--- src/rtl/tmds_rx_lane_if.sv ---
// tmds_rx_lane_if: serial TMDS lane input plus the decoded word bus of one
// receiver lane. The slave modport is the receiver itself; the master
// modport is the side that drives the serial bit and consumes decoded words.
interface tmds_rx_lane_if;
    logic       ser_in;
    logic [7:0] rx_data;
    logic [1:0] rx_c;
    logic       rx_de;
    logic       rx_valid;
    logic       locked;
    logic [7:0] lock_losses;

    modport master (
        output ser_in,
        input  rx_data,
        input  rx_c,
        input  rx_de,
        input  rx_valid,
        input  locked,
        input  lock_losses
    );

    modport slave (
        input  ser_in,
        output rx_data,
        output rx_c,
        output rx_de,
        output rx_valid,
        output locked,
        output lock_losses
    );
endinterface

--- src/rtl/tmds_rx_lane.sv ---
// tmds_rx_lane: single-lane TMDS receiver. Shifts in one bit per clock
// (LSB first), finds 10-bit word alignment from blanking control tokens,
// then decodes each aligned word to a pixel byte or a 2-bit control value.
// Optional feature macro: TMDS_RX_LOSSCNT_EN enables the saturating
// lock_losses counter; without it lock_losses is tied to zero.
module tmds_rx_lane #(
    parameter int LOCK_TOKENS = 8,
    parameter int LOSS_WORDS  = 1024
) (
    input  logic          clk,
    input  logic          reset,
    tmds_rx_lane_if.slave lane
);

    localparam logic [9:0]  TOK_C00       = 10'h354;
    localparam logic [9:0]  TOK_C01       = 10'h0AB;
    localparam logic [9:0]  TOK_C10       = 10'h154;
    localparam logic [9:0]  TOK_C11       = 10'h2AB;
    localparam logic [8:0]  LOCK_TOKENS_C = 9'(LOCK_TOKENS);
    localparam logic [16:0] LOSS_WORDS_C  = 17'(LOSS_WORDS);

    typedef enum logic [1:0] {
        ST_HUNT   = 2'd0,
        ST_VERIFY = 2'd1,
        ST_LOCKED = 2'd2
    } state_e;

    // True when the word is one of the four blanking control tokens.
    function automatic logic is_token(input logic [9:0] q);
        logic hit;
        case (q)
            TOK_C00, TOK_C01, TOK_C10, TOK_C11: hit = 1'b1;
            default:                            hit = 1'b0;
        endcase
        return hit;
    endfunction

    // Control value {C1,C0} carried by a token word.
    function automatic logic [1:0] token_ctl(input logic [9:0] q);
        logic [1:0] c;
        case (q)
            TOK_C00: c = 2'b00;
            TOK_C01: c = 2'b01;
            TOK_C10: c = 2'b10;
            TOK_C11: c = 2'b11;
            default: c = 2'b00;
        endcase
        return c;
    endfunction

    // Undo the optional inversion (q[9]) then the XOR/XNOR chain (q[8]).
    function automatic logic [7:0] decode_data(input logic [9:0] q);
        logic [7:0] dp;
        logic [7:0] d;
        if (q[9]) begin
            dp = ~q[7:0];
        end else begin
            dp = q[7:0];
        end
        d[0] = dp[0];
        for (int i = 1; i < 8; i++) begin
            if (q[8]) begin
                d[i] = dp[i] ^ dp[i-1];
            end else begin
                d[i] = ~(dp[i] ^ dp[i-1]);
            end
        end
        return d;
    endfunction

    state_e      state_q,    state_d;
    logic [9:0]  sr_q;
    logic [3:0]  phase_q,    phase_d;
    logic [7:0]  tok_cnt_q,  tok_cnt_d;
    logic [15:0] loss_cnt_q, loss_cnt_d;
    logic [7:0]  rx_data_q,  rx_data_d;
    logic [1:0]  rx_c_q,     rx_c_d;
    logic        rx_de_q,    rx_de_d;
    logic        rx_valid_q, rx_valid_d;
    logic        locked_q,   locked_d;

    logic        token_s;
    logic        boundary_s;
    logic [8:0]  tok_sum_s;
    logic [16:0] loss_sum_s;

    assign token_s    = is_token(sr_q);
    assign boundary_s = (phase_q == 4'd9);
    assign tok_sum_s  = {1'b0, tok_cnt_q} + 9'd1;
    assign loss_sum_s = {1'b0, loss_cnt_q} + 17'd1;

    // Serial shift register: newest bit enters at the top, oldest sits in sr[0].
    always_ff @(posedge clk or posedge reset) begin
        if (reset) begin
            sr_q <= 10'd0;
        end else begin
            sr_q <= {lane.ser_in, sr_q[9:1]};
        end
    end

    // Alignment FSM next state, counters and decoded-word capture.
    always_comb begin
        state_d    = state_q;
        phase_d    = 4'd0;
        tok_cnt_d  = tok_cnt_q;
        loss_cnt_d = loss_cnt_q;
        rx_data_d  = rx_data_q;
        rx_c_d     = rx_c_q;
        rx_de_d    = rx_de_q;
        rx_valid_d = 1'b0;
        locked_d   = locked_q;

        if (boundary_s) begin
            phase_d = 4'd0;
        end else begin
            phase_d = phase_q + 4'd1;
        end

        case (state_q)
            ST_HUNT: begin
                // Any bit offset may be the word start; a token fixes the phase.
                if (token_s) begin
                    state_d   = ST_VERIFY;
                    phase_d   = 4'd0;
                    tok_cnt_d = 8'd1;
                end else begin
                    tok_cnt_d = 8'd0;
                end
            end
            ST_VERIFY: begin
                if (boundary_s && token_s) begin
                    tok_cnt_d = tok_sum_s[7:0];
                    if (tok_sum_s == LOCK_TOKENS_C) begin
                        state_d    = ST_LOCKED;
                        locked_d   = 1'b1;
                        loss_cnt_d = 16'd0;
                    end else begin
                        state_d = ST_VERIFY;
                    end
                end else if (boundary_s) begin
                    state_d   = ST_HUNT;
                    tok_cnt_d = 8'd0;
                end else begin
                    state_d = ST_VERIFY;
                end
            end
            ST_LOCKED: begin
                if (boundary_s && token_s) begin
                    loss_cnt_d = 16'd0;
                    rx_c_d     = token_ctl(sr_q);
                    rx_de_d    = 1'b0;
                    rx_valid_d = 1'b1;
                end else if (boundary_s) begin
                    // The word that exhausts the budget is dropped, not strobed.
                    if (loss_sum_s == LOSS_WORDS_C) begin
                        state_d    = ST_HUNT;
                        locked_d   = 1'b0;
                        loss_cnt_d = 16'd0;
                        tok_cnt_d  = 8'd0;
                    end else begin
                        loss_cnt_d = loss_sum_s[15:0];
                        rx_data_d  = decode_data(sr_q);
                        rx_de_d    = 1'b1;
                        rx_valid_d = 1'b1;
                    end
                end else begin
                    state_d = ST_LOCKED;
                end
            end
            default: begin
                state_d    = ST_HUNT;
                tok_cnt_d  = 8'd0;
                loss_cnt_d = 16'd0;
                locked_d   = 1'b0;
            end
        endcase
    end

    // FSM, counters and registered outputs.
    always_ff @(posedge clk or posedge reset) begin
        if (reset) begin
            state_q    <= ST_HUNT;
            phase_q    <= 4'd0;
            tok_cnt_q  <= 8'd0;
            loss_cnt_q <= 16'd0;
            rx_data_q  <= 8'd0;
            rx_c_q     <= 2'd0;
            rx_de_q    <= 1'b0;
            rx_valid_q <= 1'b0;
            locked_q   <= 1'b0;
        end else begin
            state_q    <= state_d;
            phase_q    <= phase_d;
            tok_cnt_q  <= tok_cnt_d;
            loss_cnt_q <= loss_cnt_d;
            rx_data_q  <= rx_data_d;
            rx_c_q     <= rx_c_d;
            rx_de_q    <= rx_de_d;
            rx_valid_q <= rx_valid_d;
            locked_q   <= locked_d;
        end
    end

    assign lane.rx_data  = rx_data_q;
    assign lane.rx_c     = rx_c_q;
    assign lane.rx_de    = rx_de_q;
    assign lane.rx_valid = rx_valid_q;
    assign lane.locked   = locked_q;

`ifdef TMDS_RX_LOSSCNT_EN
    logic [7:0] losses_q, losses_d;
    logic       loss_evt_s;

    assign loss_evt_s = (state_q == ST_LOCKED) && (state_d == ST_HUNT);

    // Saturating count of dropped locks.
    always_comb begin
        losses_d = losses_q;
        if (loss_evt_s && (losses_q != 8'hFF)) begin
            losses_d = losses_q + 8'd1;
        end else begin
            losses_d = losses_q;
        end
    end

    // Lock-loss counter register; only reset clears it.
    always_ff @(posedge clk or posedge reset) begin
        if (reset) begin
            losses_q <= 8'd0;
        end else begin
            losses_q <= losses_d;
        end
    end

    assign lane.lock_losses = losses_q;
`else
    assign lane.lock_losses = 8'd0;
`endif

endmodule

--- src/flat_wrapper.sv ---
// flat-port wrapper written by rule: the top's interface ports become plain ports
module tmds_rx_lane_flat 
#(
    parameter int LOCK_TOKENS = 8,
    parameter int LOSS_WORDS  = 1024
)
  (clk, reset, lane_ser_in, lane_rx_data, lane_rx_c, lane_rx_de, lane_rx_valid, lane_locked, lane_lock_losses);
  tmds_rx_lane_if lane_i ();
  input  logic clk;
  input  logic reset;
  input wire logic [$bits(lane_i.ser_in)-1:0] lane_ser_in;
  output wire logic [$bits(lane_i.rx_data)-1:0] lane_rx_data;
  output wire logic [$bits(lane_i.rx_c)-1:0] lane_rx_c;
  output wire logic [$bits(lane_i.rx_de)-1:0] lane_rx_de;
  output wire logic [$bits(lane_i.rx_valid)-1:0] lane_rx_valid;
  output wire logic [$bits(lane_i.locked)-1:0] lane_locked;
  output wire logic [$bits(lane_i.lock_losses)-1:0] lane_lock_losses;
  assign lane_i.ser_in = lane_ser_in;
  assign lane_rx_data = lane_i.rx_data;
  assign lane_rx_c = lane_i.rx_c;
  assign lane_rx_de = lane_i.rx_de;
  assign lane_rx_valid = lane_i.rx_valid;
  assign lane_locked = lane_i.locked;
  assign lane_lock_losses = lane_i.lock_losses;
  tmds_rx_lane #(.LOCK_TOKENS(LOCK_TOKENS), .LOSS_WORDS(LOSS_WORDS)) u_core (.clk(clk), .reset(reset), .lane(lane_i));
endmodule
--- config.mk ---
export PLATFORM = sky130hd
export DESIGN_NAME = tmds_rx_lane_flat
export DESIGN_NICKNAME = d
export VERILOG_FILES = /design/src/rtl/tmds_rx_lane_if.sv /design/src/rtl/tmds_rx_lane.sv /design/src/flat_wrapper.sv
export SDC_FILE = /design/constraint.sdc
export NUM_CORES = 1
export LEC_CHECK = 0
export CORE_MARGIN = 1
export CORE_UTILIZATION = 59
export DETAILED_ROUTE_END_ITERATION = 10
export HOLD_SLACK_MARGIN = 0.05
export PLACE_DENSITY = 0.87
export REMOVE_ABC_BUFFERS = 1
export SLEW_MARGIN = 20
export SYNTH_ARGS = -nofsm -noshare
export SYNTH_HDL_FRONTEND = slang
export SYNTH_SLANG_ARGS = --single-unit
--- constraint.sdc ---
create_clock -name clk -period 3.45 [get_ports clk]
set_input_delay 0.5175 -clock clk [delete_from_list [all_inputs] [get_ports clk]]
set_output_delay 0.5175 -clock clk [all_outputs]
set_load 0.02 [all_outputs]
[After elaboration in Yosys (flattened, before gate mapping)]
Index checks and enable logic that the tools add are counted.
Word-level totals
  memory bits (writable): 0
  output and inout bits: 21
  input port bits: 3
  register bits after elaboration: 53
  logic and storage cells: 112
  memories kept: 0
  memory bits (read-only): 0
  latch bits: 0
Cells by class
  shifts and indexed selects: 0
  div/mod/pow operators: 0
  magnitude comparators: 0
  $mul: 0
  reductions and logical operators: 11
  muxes and demuxes: 51
  equal/unequal tests: 19
  bitwise gates (word level): 18
  add/sub/neg operators: 3
Operators with widths (number)
  16-bit two-way mux: 5
  8-bit two-way mux: 10
  16-bit case mux with 3 select lines: 1
  8-bit case mux with 3 select lines: 1
  1-bit two-way mux: 22
  10-bit == test (second input constant): 2
  16-bit by 1-bit adder with 17-bit output (second input constant): 1
  17-bit by 11-bit == test with 1-bit output (second input constant): 1
  2-bit two-way mux: 6
  4-bit two-way mux: 3
  2-bit by 1-bit != test with 1-bit output (second input constant): 6
  2-bit case mux with 3 select lines: 2
  4-bit AND reduction: 3
  10-bit by 8-bit == test with 1-bit output (second input constant): 1
  10-bit by 9-bit == test with 1-bit output (second input constant): 1
  1-bit inverter: 10
  8-bit by 1-bit adder with 9-bit output (second input constant): 1
  9-bit by 4-bit == test with 1-bit output (second input constant): 1
  8-bit inverter: 1
  1-bit bitwise XOR: 7
  3-bit by 1-bit != test with 1-bit output (second input constant): 2
  3-bit AND reduction: 2
  6-bit AND reduction: 1
  4-bit by 1-bit adder with 4-bit output (second input constant): 1
  11 further kinds: 11

[Longest topological paths before layout]
  depth in word-level cells: 9
  gate-level depth with buffers: 10
  depth with buffers taken out: 9

[Worst setup path after synthesis]
Ideal clock, no wire load.
  path type: reg2reg
  start: register u_core.loss_cnt_q[0]
  end: register u_core.rx_data_q[2], in the netlist u_core.lane.rx_data[2]
  cell stages (with the launch flop): 11
  library setup time: 0.125 ns
  arrival: 2.458 ns
  slack: 0.867 ns
  period minus slack after synthesis: 2.583 ns
  required time: 3.325 ns
  path buffers: 2
  cells stage by stage: dfrtp_1 ha_1 buf_2 or4b_1 a211oi_1 a21o_2 nand3_2 o21ai_4 or2_4 buf_6 mux2_4
Between the ends
  cells in the longest elaborated chain, start to end: 4
RTL lines
  start, declared: line tmds_rx_lane.sv:75  | logic [15:0] loss_cnt_q, loss_cnt_d;
  start signal, assigned: line tmds_rx_lane.sv:195  | loss_cnt_q <= loss_cnt_d;
  16-bit by 1-bit adder with 17-bit output: line tmds_rx_lane.sv:90  | assign loss_sum_s = {1'b0, loss_cnt_q} + 17'd1;
  17-bit by 11-bit == test with 1-bit output: line tmds_rx_lane.sv:155  | if (loss_sum_s == LOSS_WORDS_C) begin
  1-bit inverter (no source line)
  4-bit AND reduction (no source line)
  end signal, assigned: line tmds_rx_lane.sv:196  | rx_data_q <= rx_data_d;
  end, declared: line tmds_rx_lane.sv:76  | logic [7:0] rx_data_q, rx_data_d;
No other way between the ends.
A chain may end at the register's enable or synchronous reset.

[Final worst setup path]
  start: register u_core.loss_cnt_q[0]
  end: register u_core.rx_data_q[6], in the netlist u_core.lane.rx_data[6]
The elaborated chain is that of the path after synthesis.

==> results.json <==
{
  "postCtsSetupBuffers": 0,
  "cp-end-kind": "register",
  "synth_edf_count": 0,
  "drive_above_1_share_pct": 6.41,
  "status": "complete, no violations",
  "synth_top_area_share_pct": 42.1,
  "yosysSeqAreaShare_pct": 42.1,
  "hold_buffers": 0,
  "grt-ovfl-total": 0,
  "hpwlAfterDp_um": 4380,
  "yosysWarnings": 0,
  "cp-start-kind": "register",
  "grt_pass1_vias": 2163,
  "synth.avg_cell_area_um2": 9.17,
  "synthArstFlopShare_pct": 100,
  "cts_tree": "yes",
  "ys_ff_latch": 53,
  "worstSetupPathType": "reg -> reg",
  "synth_cell_types": 64,
  "fin_nets": 354,
  "power.leakage_nw": 1.41,
  "syn_inst": 344,
  "grt_setup_unrepaired": "no",
  "layout_commonest_cell": "dfrtp_1",
  "synth_flop_cell": "dfrtp_1",
  "fp.coreArea_um2": 5140,
  "antenna_found_initial": 0,
  "grt_max_degree": 54,
  "clock_latency_ns": 0.31,
  "switchingPower_uw": 315,
  "pwr-share-seq_pct": 55.3,
  "tns_ns": 0,
  "place.port_buffers": 15,
  "worstPathMaxFanout": 21,
  "htree_num_levels": 2,
  "vdd.ir_drop.worst_mv": 0.452,
  "die_area_um2": 5640,
  "ctsRootBufferMaster": "clkbuf_8",
  "cts_resized": 0,
  "start_util_pct": 61.3,
  "required_ns": 3.64,
  "maxSlewHeadroom_pct": 42.5,
  "min_period_ns": 2.88,
  "maxSlewViolCount": 0,
  "synth.area.top_cells": "dfrtp_1 42%, nand2_1 3.8%, a21oi_1 3.2%",
  "remaining_drc_errors": 0,
  "numCtsBuffers": 5,
  "power_density_nw_per_um2": 367,
  "power_frac_comb_pct": 11.9,
  "wl_per_cell_um": 15.0,
  "synth_area_um2": 3150,
  "dr.pass1.iters": 4,
  "finalCritPeriodShare_pct": 83.4,
  "num_rows": 26,
  "vias": 2501,
  "arrival_ns": 3.07,
  "clkTransAtPathRegs_ns": 0.08,
  "yosysTopAreaCell": "dfrtp_1",
  "io_pins": 24,
  "final_cell_mix": "53 x dfrtp_1, 32 x nand2_1, 22 x nor2_1",
  "place.gp.congestion": 0.878,
  "setup_violations": 0,
  "switching_share_pct": 25.6,
  "hold_path_class": "reg -> reg",
  "n_antenna_cell": 0,
  "power.internal_uw": 916,
  "fmax_ghz": 0.348,
  "area_growth_pct": 6.43,
  "worst_pin_slew_ns": 0.861,
  "grt_pass1_wl_um": 10000,
  "die_h_um": 75.1,
  "routed_wl_um": 6210,
  "clkPwrFrac_pct": 32.8,
  "hold_violations": 0,
  "clock_sinks": 53,
  "clk_path_buf_depth": 2,
  "track_usage_pct": 23.7,
  "antenna_left": 0,
  "finalClockSkew_ns": 0.00489,
  "dieWidth_um": 75.1,
  "drtIter0Drc": 322,
  "fin_util_pct": 65.3,
  "drv_cap": 0,
  "fillers": 407,
  "vias_per_cell": 6.06
}
logic make-up (layout without fill, tap and decap cells):
logic type                 Yosys count  after routing  synth area share (%)
AOI/OAI and AO/OA                   87             87                  18.2
xor gates and xnor gates            14             14                  3.89
adders and majority gates            8              8                  3.17
buffers and inverters               43             35                  7.06
DFF                                 53             53                  42.1
muxes                                6              6                  2.42
other                                1              8                 0.119
and+or+nand+nor                    132            132                  23.1
per-stage QoR:
stage,power [mW],cells,worst slack [ns],area (um2),hold WS [ns]
after floorplan,0.802,319,0.610,3000,0.400
after detailed placement,0.838,406,0.569,3250,0.438
after CTS,1.24,413,0.560,3350,0.463
after global placement,0.827,406,0.674,3250,0.425
final,1.23,413,0.573,3360,0.458
after global routing,1.29,413,0.351,3360,0.467
state kept, by name, summed over array words and instances, names as in the netlist:
register and cells:
u_core.loss_cnt_q 16, u_core.sr_q 10, u_core.lane.rx_data 8, u_core.tok_cnt_q 8, u_core.phase_q 4, u_core.lane.rx_c 2
u_core.state_q 2, u_core.lane.locked 1, u_core.lane.rx_de 1, u_core.lane.rx_valid 1
cells in the mapped netlist (2+ instances only):
library cell and n:
a21o_1 4, a41oi_1 4, nand3_1 14, nor3b_1 2, nor2b_1 4, o21ai_1 8
nand2_1 32, o31ai_1 9, ha_1 8, mux2_4 3, dfrtp_1 53, or3_1 2
nand4_1 11, a21oi_1 20, a22oi_1 2, and4_1 3, a31oi_1 2, nand3_2 2
mux2i_1 2, and2_1 3, nor4_1 2, and3_1 11, o211a_1 2, buf_2 10
nand2b_1 6, nor2_1 22, buf_4 11, a211oi_1 2, or4_1 2, inv_1 11
xnor2_1 10, clkbuf_1 9, xor2_1 4, o21ai_0 20, nor3_1 5
layer usage:
metal | GRT usage [%] | up-vias | share of wire (%)
met5 | 0 | - | 0
met4 | 6.92 | 0 | 1.0
met3 | 3.88 | 5 | 4.7
met2 | 39.1 | 61 | 50
met1 | 32.3 | 1209 | 44
li1 | - | 1226 | -
power by group through the flow:
stage / clock, mW / combinational, mW / sequential [mW]
3_3_place_gp: 0 / 0.136 / 0.691
5_1_grt: 0.438 / 0.164 / 0.685
4_1_cts: 0.414 / 0.147 / 0.680
2_1_floorplan: 0 / 0.117 / 0.685
3_5_place_dp: 0 / 0.146 / 0.692
6_report: 0.403 / 0.146 / 0.681
area by class of cell:
class / instances / area [um2] / share of cell area, %
Multi-Input combinational cell: 255 / 1630 / 48.6
Sequential cell: 53 / 1330 / 39.5
Timing Repair Buffer: 17 / 165 / 4.92
Tap cell: 70 / 87.6 / 2.61
Clock buffer: 5 / 68.8 / 2.05
Inverter: 11 / 42.5 / 1.27
Clock inverter: 2 / 35.0 / 1.04
path summary, 6_finish.rpt:
| path | from | to | slack, ns | cells after the start |
|---|---|---|---|---|
| worst min-delay path | u_core.sr_q[6]$_DFF_PP0_ | u_core.sr_q[5]$_DFF_PP0_ | 0.46 | 0 |
| min in group asynchronous | reset | u_core.sr_q[1]$_DFF_PP0_ | 0.70 | 2 |
| max in group asynchronous | reset | u_core.loss_cnt_q[11]$_DFFE_PP0P_ | 2.25 | 2 |
| worst max register to register | u_core.loss_cnt_q[0]$_DFFE_PP0P_ | u_core.lane.rx_data[6]$_DFFE_PP0P_ | 0.57 | 8 |
| worst max-delay path | u_core.loss_cnt_q[0]$_DFFE_PP0P_ | u_core.lane.rx_data[6]$_DFFE_PP0P_ | 0.57 | 8 |
| worst min register to register | u_core.sr_q[6]$_DFF_PP0_ | u_core.sr_q[5]$_DFF_PP0_ | 0.46 | 0 |
worst max-delay path, cell delays in order (launching register included):
cell and delay, ns:
dfrtp_1 0.44, ha_1 0.36, nand3_2 0.15, nor4_2 0.39
mux2i_1 0.31, nand3_2 0.14, o21ai_4 0.28, or2_4 0.34
mux2_1 0.35
Note: power is estimated with default switching activity, not from simulation.
